[config.mk]
export PLATFORM = sky130hd
export DESIGN_NAME = mips_multicycle_fsm_flat
export DESIGN_NICKNAME = d
export VERILOG_FILES = /design/src/rtl/mips_multicycle_fsm_if.sv /design/src/rtl/mips_multicycle_fsm.sv /design/src/flat_wrapper.sv
export SDC_FILE = /design/constraint.sdc
export NUM_CORES = 1
export LEC_CHECK = 0
export ABC_AREA = 1
export CAP_MARGIN = 20
export CORE_ASPECT_RATIO = 0.8
export CORE_MARGIN = 10
export CORE_UTILIZATION = 29
export CTS_CLUSTER_DIAMETER = 30
export DETAILED_ROUTE_END_ITERATION = 6
export HOLD_SLACK_MARGIN = 0.03
export PLACE_DENSITY = 0.68
export SETUP_SLACK_MARGIN = 0.02
export SLEW_MARGIN = 40
export SYNTH_ARGS = -nofsm -noshare
export SYNTH_HDL_FRONTEND = slang
export SYNTH_SLANG_ARGS = --single-unit
[constraint.sdc]
create_clock -name clk -period 2.3 [get_ports clk]
set_input_delay 0.23 -clock clk [delete_from_list [all_inputs] [get_ports clk]]
set_output_delay 0.23 -clock clk [all_outputs]
set_load 0.005 [all_outputs]
[src/rtl/mips_multicycle_fsm_if.sv]
// Control bundle between the multicycle MIPS main FSM (master) and the datapath (slave).
interface mips_multicycle_fsm_if;
    logic [5:0] op;
    logic       mem_ready;
    logic       MemRead;
    logic       MemWrite;
    logic       IRWrite;
    logic       MemtoReg;
    logic       RegDst;
    logic       RegWrite;
    logic       ALUSrcA;
    logic       PCWriteCond;
    logic       PCWrite;
    logic       IorD;
    logic [1:0] ALUSrcB;
    logic [1:0] ALUOp;
    logic [1:0] PCSource;
    logic       instr_done;
    logic       illegal_op;
    logic [3:0] state;

    modport master (
        input  op, mem_ready,
        output MemRead, MemWrite, IRWrite, MemtoReg, RegDst, RegWrite, ALUSrcA,
               PCWriteCond, PCWrite, IorD, ALUSrcB, ALUOp, PCSource,
               instr_done, illegal_op, state
    );

    modport slave (
        output op, mem_ready,
        input  MemRead, MemWrite, IRWrite, MemtoReg, RegDst, RegWrite, ALUSrcA,
               PCWriteCond, PCWrite, IorD, ALUSrcB, ALUOp, PCSource,
               instr_done, illegal_op, state
    );
endinterface

[src/rtl/mips_multicycle_fsm.sv]
// Multicycle MIPS main control FSM: one state per cycle, stalls on mem_ready in
// FETCH / MEM_READ / MEM_WRITE, strobes decoded from the state register.
module mips_multicycle_fsm (
    input  logic                   clk,
    input  logic                   rst,
    mips_multicycle_fsm_if.master  bus
);
    typedef enum logic [3:0] {
        S_FETCH     = 4'd0,
        S_DECODE    = 4'd1,
        S_MEM_ADDR  = 4'd2,
        S_MEM_READ  = 4'd3,
        S_MEM_WB    = 4'd4,
        S_MEM_WRITE = 4'd5,
        S_R_EXEC    = 4'd6,
        S_R_WB      = 4'd7,
        S_I_EXEC    = 4'd8,
        S_I_WB      = 4'd9,
        S_BRANCH    = 4'd10,
        S_JUMP      = 4'd11
    } state_e;

    localparam logic [5:0] OP_R    = 6'b000000;
    localparam logic [5:0] OP_LW   = 6'b100011;
    localparam logic [5:0] OP_SW   = 6'b101011;
    localparam logic [5:0] OP_BEQ  = 6'b000100;
    localparam logic [5:0] OP_J    = 6'b000010;
    localparam logic [5:0] OP_ADDI = 6'b001000;

    typedef struct packed {
        logic       mem_read;
        logic       mem_write;
        logic       ir_write;
        logic       memto_reg;
        logic       reg_dst;
        logic       reg_write;
        logic       alu_src_a;
        logic       pc_write_cond;
        logic       pc_write;
        logic       i_or_d;
        logic [1:0] alu_src_b;
        logic [1:0] alu_op;
        logic [1:0] pc_source;
        logic       instr_done;
    } ctl_t;

    state_e state_q;
    logic   illegal_q;
    ctl_t   ctl_s;

    function automatic logic op_legal(input logic [5:0] op);
        logic ok;
        case (op)
            OP_R, OP_LW, OP_SW, OP_BEQ, OP_J, OP_ADDI: ok = 1'b1;
            default:                                   ok = 1'b0;
        endcase
        return ok;
    endfunction

    // State register and sticky illegal-opcode flag.
    always_ff @(posedge clk or negedge rst) begin
        if (!rst) begin
            state_q   <= S_FETCH;
            illegal_q <= 1'b0;
        end else begin
            case (state_q)
                S_FETCH:     state_q <= bus.mem_ready ? S_DECODE : S_FETCH;
                S_DECODE: begin
                    case (bus.op)
                        OP_LW, OP_SW: state_q <= S_MEM_ADDR;
                        OP_R:         state_q <= S_R_EXEC;
                        OP_ADDI:      state_q <= S_I_EXEC;
                        OP_BEQ:       state_q <= S_BRANCH;
                        OP_J:         state_q <= S_JUMP;
                        default: begin
                            state_q   <= S_FETCH;
                            illegal_q <= 1'b1;
                        end
                    endcase
                end
                S_MEM_ADDR:  state_q <= (bus.op == OP_SW) ? S_MEM_WRITE : S_MEM_READ;
                S_MEM_READ:  state_q <= bus.mem_ready ? S_MEM_WB : S_MEM_READ;
                S_MEM_WRITE: state_q <= bus.mem_ready ? S_FETCH : S_MEM_WRITE;
                S_R_EXEC:    state_q <= S_R_WB;
                S_I_EXEC:    state_q <= S_I_WB;
                default:     state_q <= S_FETCH;
            endcase
        end
    end

    // Moore strobe decode; reset forces every strobe and select to zero.
    always_comb begin
        ctl_s = '0;
        if (rst) begin
            case (state_q)
                S_FETCH: begin
                    ctl_s.mem_read  = 1'b1;
                    ctl_s.alu_src_b = 2'b01;
                    ctl_s.ir_write  = bus.mem_ready;
                    ctl_s.pc_write  = bus.mem_ready;
                end
                S_DECODE: begin
                    ctl_s.alu_src_b  = 2'b11;
                    ctl_s.instr_done = ~op_legal(bus.op);
                end
                S_MEM_ADDR, S_I_EXEC: begin
                    ctl_s.alu_src_a = 1'b1;
                    ctl_s.alu_src_b = 2'b10;
                end
                S_MEM_READ: begin
                    ctl_s.mem_read = 1'b1;
                    ctl_s.i_or_d   = 1'b1;
                end
                S_MEM_WB: begin
                    ctl_s.reg_write  = 1'b1;
                    ctl_s.memto_reg  = 1'b1;
                    ctl_s.instr_done = 1'b1;
                end
                S_MEM_WRITE: begin
                    ctl_s.mem_write  = 1'b1;
                    ctl_s.i_or_d     = 1'b1;
                    ctl_s.instr_done = bus.mem_ready;
                end
                S_R_EXEC: begin
                    ctl_s.alu_src_a = 1'b1;
                    ctl_s.alu_op    = 2'b10;
                end
                S_R_WB: begin
                    ctl_s.reg_write  = 1'b1;
                    ctl_s.reg_dst    = 1'b1;
                    ctl_s.instr_done = 1'b1;
                end
                S_I_WB: begin
                    ctl_s.reg_write  = 1'b1;
                    ctl_s.instr_done = 1'b1;
                end
                S_BRANCH: begin
                    ctl_s.alu_src_a     = 1'b1;
                    ctl_s.alu_op        = 2'b01;
                    ctl_s.pc_write_cond = 1'b1;
                    ctl_s.pc_source     = 2'b01;
                    ctl_s.instr_done    = 1'b1;
                end
                S_JUMP: begin
                    ctl_s.pc_write   = 1'b1;
                    ctl_s.pc_source  = 2'b10;
                    ctl_s.instr_done = 1'b1;
                end
                default: ctl_s = '0;
            endcase
        end else begin
            ctl_s = '0;
        end
    end

    assign bus.MemRead     = ctl_s.mem_read;
    assign bus.MemWrite    = ctl_s.mem_write;
    assign bus.IRWrite     = ctl_s.ir_write;
    assign bus.MemtoReg    = ctl_s.memto_reg;
    assign bus.RegDst      = ctl_s.reg_dst;
    assign bus.RegWrite    = ctl_s.reg_write;
    assign bus.ALUSrcA     = ctl_s.alu_src_a;
    assign bus.PCWriteCond = ctl_s.pc_write_cond;
    assign bus.PCWrite     = ctl_s.pc_write;
    assign bus.IorD        = ctl_s.i_or_d;
    assign bus.ALUSrcB     = ctl_s.alu_src_b;
    assign bus.ALUOp       = ctl_s.alu_op;
    assign bus.PCSource    = ctl_s.pc_source;
    assign bus.instr_done  = ctl_s.instr_done;
    assign bus.illegal_op  = illegal_q;
    assign bus.state       = state_q;
endmodule

[src/flat_wrapper.sv]
// flat-port wrapper written by rule: the top's interface ports become plain ports
module mips_multicycle_fsm_flat 
  (clk, rst, bus_op, bus_mem_ready, bus_MemRead, bus_MemWrite, bus_IRWrite, bus_MemtoReg, bus_RegDst, bus_RegWrite, bus_ALUSrcA, bus_PCWriteCond, bus_PCWrite, bus_IorD, bus_ALUSrcB, bus_ALUOp, bus_PCSource, bus_instr_done, bus_illegal_op, bus_state);
  mips_multicycle_fsm_if bus_i ();
  input  logic clk;
  input  logic rst;
  input wire logic [$bits(bus_i.op)-1:0] bus_op;
  input wire logic [$bits(bus_i.mem_ready)-1:0] bus_mem_ready;
  output wire logic [$bits(bus_i.MemRead)-1:0] bus_MemRead;
  output wire logic [$bits(bus_i.MemWrite)-1:0] bus_MemWrite;
  output wire logic [$bits(bus_i.IRWrite)-1:0] bus_IRWrite;
  output wire logic [$bits(bus_i.MemtoReg)-1:0] bus_MemtoReg;
  output wire logic [$bits(bus_i.RegDst)-1:0] bus_RegDst;
  output wire logic [$bits(bus_i.RegWrite)-1:0] bus_RegWrite;
  output wire logic [$bits(bus_i.ALUSrcA)-1:0] bus_ALUSrcA;
  output wire logic [$bits(bus_i.PCWriteCond)-1:0] bus_PCWriteCond;
  output wire logic [$bits(bus_i.PCWrite)-1:0] bus_PCWrite;
  output wire logic [$bits(bus_i.IorD)-1:0] bus_IorD;
  output wire logic [$bits(bus_i.ALUSrcB)-1:0] bus_ALUSrcB;
  output wire logic [$bits(bus_i.ALUOp)-1:0] bus_ALUOp;
  output wire logic [$bits(bus_i.PCSource)-1:0] bus_PCSource;
  output wire logic [$bits(bus_i.instr_done)-1:0] bus_instr_done;
  output wire logic [$bits(bus_i.illegal_op)-1:0] bus_illegal_op;
  output wire logic [$bits(bus_i.state)-1:0] bus_state;
  assign bus_i.op = bus_op;
  assign bus_i.mem_ready = bus_mem_ready;
  assign bus_MemRead = bus_i.MemRead;
  assign bus_MemWrite = bus_i.MemWrite;
  assign bus_IRWrite = bus_i.IRWrite;
  assign bus_MemtoReg = bus_i.MemtoReg;
  assign bus_RegDst = bus_i.RegDst;
  assign bus_RegWrite = bus_i.RegWrite;
  assign bus_ALUSrcA = bus_i.ALUSrcA;
  assign bus_PCWriteCond = bus_i.PCWriteCond;
  assign bus_PCWrite = bus_i.PCWrite;
  assign bus_IorD = bus_i.IorD;
  assign bus_ALUSrcB = bus_i.ALUSrcB;
  assign bus_ALUOp = bus_i.ALUOp;
  assign bus_PCSource = bus_i.PCSource;
  assign bus_instr_done = bus_i.instr_done;
  assign bus_illegal_op = bus_i.illegal_op;
  assign bus_state = bus_i.state;
  mips_multicycle_fsm u_core (.clk(clk), .rst(rst), .bus(bus_i));
endmodule
==> metrics.csv <==
stage;metric;value;unit
pwr;p_leak;0.448;nW
sta;finalHoldViolations;0;
die;io_pins;31;
sta;setup_tns;0;ns
layout;fin_util;0.492;
route;wl_per_cell;11.2;um
synthesis;syn_avg_cell_area;5.47;um^2
placed_design;placed_area;885;um^2
die;rows;14;
clock_network;clk_path_buf_depth;2;
placed_design;place_inst;155;
route;first_iter_violations;21;
clock_network;clk_latency;0.24;ns
layout;area_growth;63.7;%
clock_network;clock-sinks;5;
placed_design;post-dp-hpwl;1.60;mm
die;die_w;69.0;um
run;cap_violations;0;
sta;max_slew_margin;0.698;
layout;final_area;913;um^2
die;initial_utilization;0.301;
layout;final_cells;159;
synthesis;ys_seq_area_frac;0.224;
sta;tightest_slew;0.449;ns
sta;maxSlewViolCount;0;
die;dieArea;4090;um^2
synthesis;yosysUniqueCellTypes;19;
clock_network;cts_max_level;1;
clock_network;cts-buffers-inserted;3;
placed_design;portBuffers;30;
setup_path;cp-start-kind;flip-flop;
grt;grt-ovfl-total;0;
layout;num-nets-final;145;
grt;grt_max_degree;13;
setup_path;crit_type;reg -> out;
sta;fin_skew;0.00473;ns
clock_network;cts_tree;built;
layout;fillers;207;
grt;antenna_found_initial;0;
sta;rsz0062_at_grt;false;
setup_path;cp.required;2.07;ns
synthesis;ys_top_cells_by_area;dfrtp_1 22%, nor2_1 16%, nand2_1 13%;
sta;period_share;0.914;
die;die_h;59.2;um
setup_path;cp.arrival;1.87;ns
synthesis;yosys.area.top_type;dfrtp_1;
clock_network;ctsRootBufferMaster;clkbuf_4;
route;wl;1.78;mm
pwr;power_density;738;nW/um^2
sta;fin_crit;2.10;ns
setup_path;r2r_cells;6;
grt;grt_pass1_vias;731;
setup_path;crit_path_end_kind;output pin;
route;vias;755;
grt;groute.usage.overall;0.0861;
outcome;status;complete, no violations;
route;drc;0;
synthesis;yosysWarningCount;0;
die;core;1860;um^2
clock_network;clkSlewWorstSetupHoldPaths;0.04;ns
layout;multi_input_area;349;um^2
setup_path;crit_fanout;5;
layout;diodes;0;
route;avgViaCountPerCell;4.75;
placed_design;gp_congestion;0.891;
synthesis;synth_top_area_share;0.224;
synthesis;syn_inst;102;
grt;grt_pass1_wl;3.07;mm
pwr;irDropWorstVdd;0.000387;V
route;first_pass_iters;4;
synthesis;syn_area;558;um^2
sta;fmax;476;MHz
synthesis;synth-seq-cells;5;
route;ant_nets;0;
layout;drive_above_1_share;0.126;
sta;setup_violations;0;
synthesis;syn-num-nets;111;
layout;regArea;125;um^2
hold_path;hold_class;in -> async;
==> critical path: stages, from the launching register on <==
cell	delay, ns
dfrtp_1	0.43
nor2_2	0.18
inv_1	0.09
nor2_1	0.17
nor2_1	0.08
a21oi_1	0.16
clkdlybuf4s50_1	0.53
==> cell usage after synthesis <==
cell and count:
o31ai_1 1, dfrtp_1 5, o211ai_1 1, nor4_1 1, nand2_1 20, nand4_1 2
buf_4 2, nand2_2 2, nor3_1 1, clkbuf_1 1, a21oi_1 6, nor2_1 24
inv_1 15, a21oi_2 1, inv_2 3, o21ai_0 4, nor2_2 5, nand3_1 7
o21ai_1 1
==> per-stage QoR <==
step	power [mW]	worst slack, ns	hold WS, ns
floorplan	0.359	0.950	-0.0656
global placement	0.569	0.255	0.505
detailed placement	0.576	0.239	0.499
CTS	0.679	0.158	0.306
global route	0.739	0.0432	0.320
finish	0.674	0.198	0.306
==> final timing paths <==
kind / start / slack [ns] / end
max: u_core.bus.state[1] / 0.20 / bus_ALUSrcA
min: rst / 0.31 / u_core.bus.state[0]
max reg2reg: u_core.bus.state[1] / 1.14 / u_core.bus.state[0]
min reg2reg: u_core.bus.illegal_op / 0.50 / u_core.bus.illegal_op
max in group asynchronous: rst / 1.87 / u_core.bus.state[1]
min in group clk: u_core.bus.illegal_op / 0.50 / u_core.bus.illegal_op
==> placed cells by master, fill, tap and decap left out, drive strengths merged <==
cell type and count:
clkdlybuf4s50 30, nor2 29, nand2 22, inv 18
nand3 7, a21oi 7, dfrtp 5, o21ai 5
clkbuf 4, nand4 2, buf 2, nor4 1
o31ai 1, o211ai 1, nor3 1
==> cell type report <==
class                   instances  area share
multi-input cells              76       0.382
well taps                      24      0.0329
repair buffers                 32       0.345
inverters                      18      0.0740
clock buffers                   4      0.0288
flip-flops and latches          5       0.137
==> cell families after synthesis <==
kind of cell	after synthesis	share of synthesized area
simple gates	62	0.480
buf+inv	21	0.155
compound gates	14	0.141
flops	5	0.224
==> per-layer routing <==
layer  global-route usage  part of all wire
met3               0.0302             0.077
met4               0.0258            0.0079
met5                    0                 0
met2                0.150              0.47
met1               0.0978              0.44
==> state kept, by name, summed over array words and instances (netlist names) <==
name                   count
u_core.bus.illegal_op      1
u_core.bus.state           4
==> what timing repair did <==
action | in CTS | in global routing
endpoints found under the setup margin | 0 | 1
gates resized for setup | 0 | 1
endpoints found under the hold margin | 0 | 0
hold buffers | 0 | 0
setup buffers | 0 | 0
==> power breakdown <==
part           leakage [nW]  internal, mW  switching (mW)
Combinational         0.371         0.207           0.226
Clock                0.0150        0.0654          0.0321
Sequential           0.0625         0.110          0.0338
(Power assumes the default switching activity.)
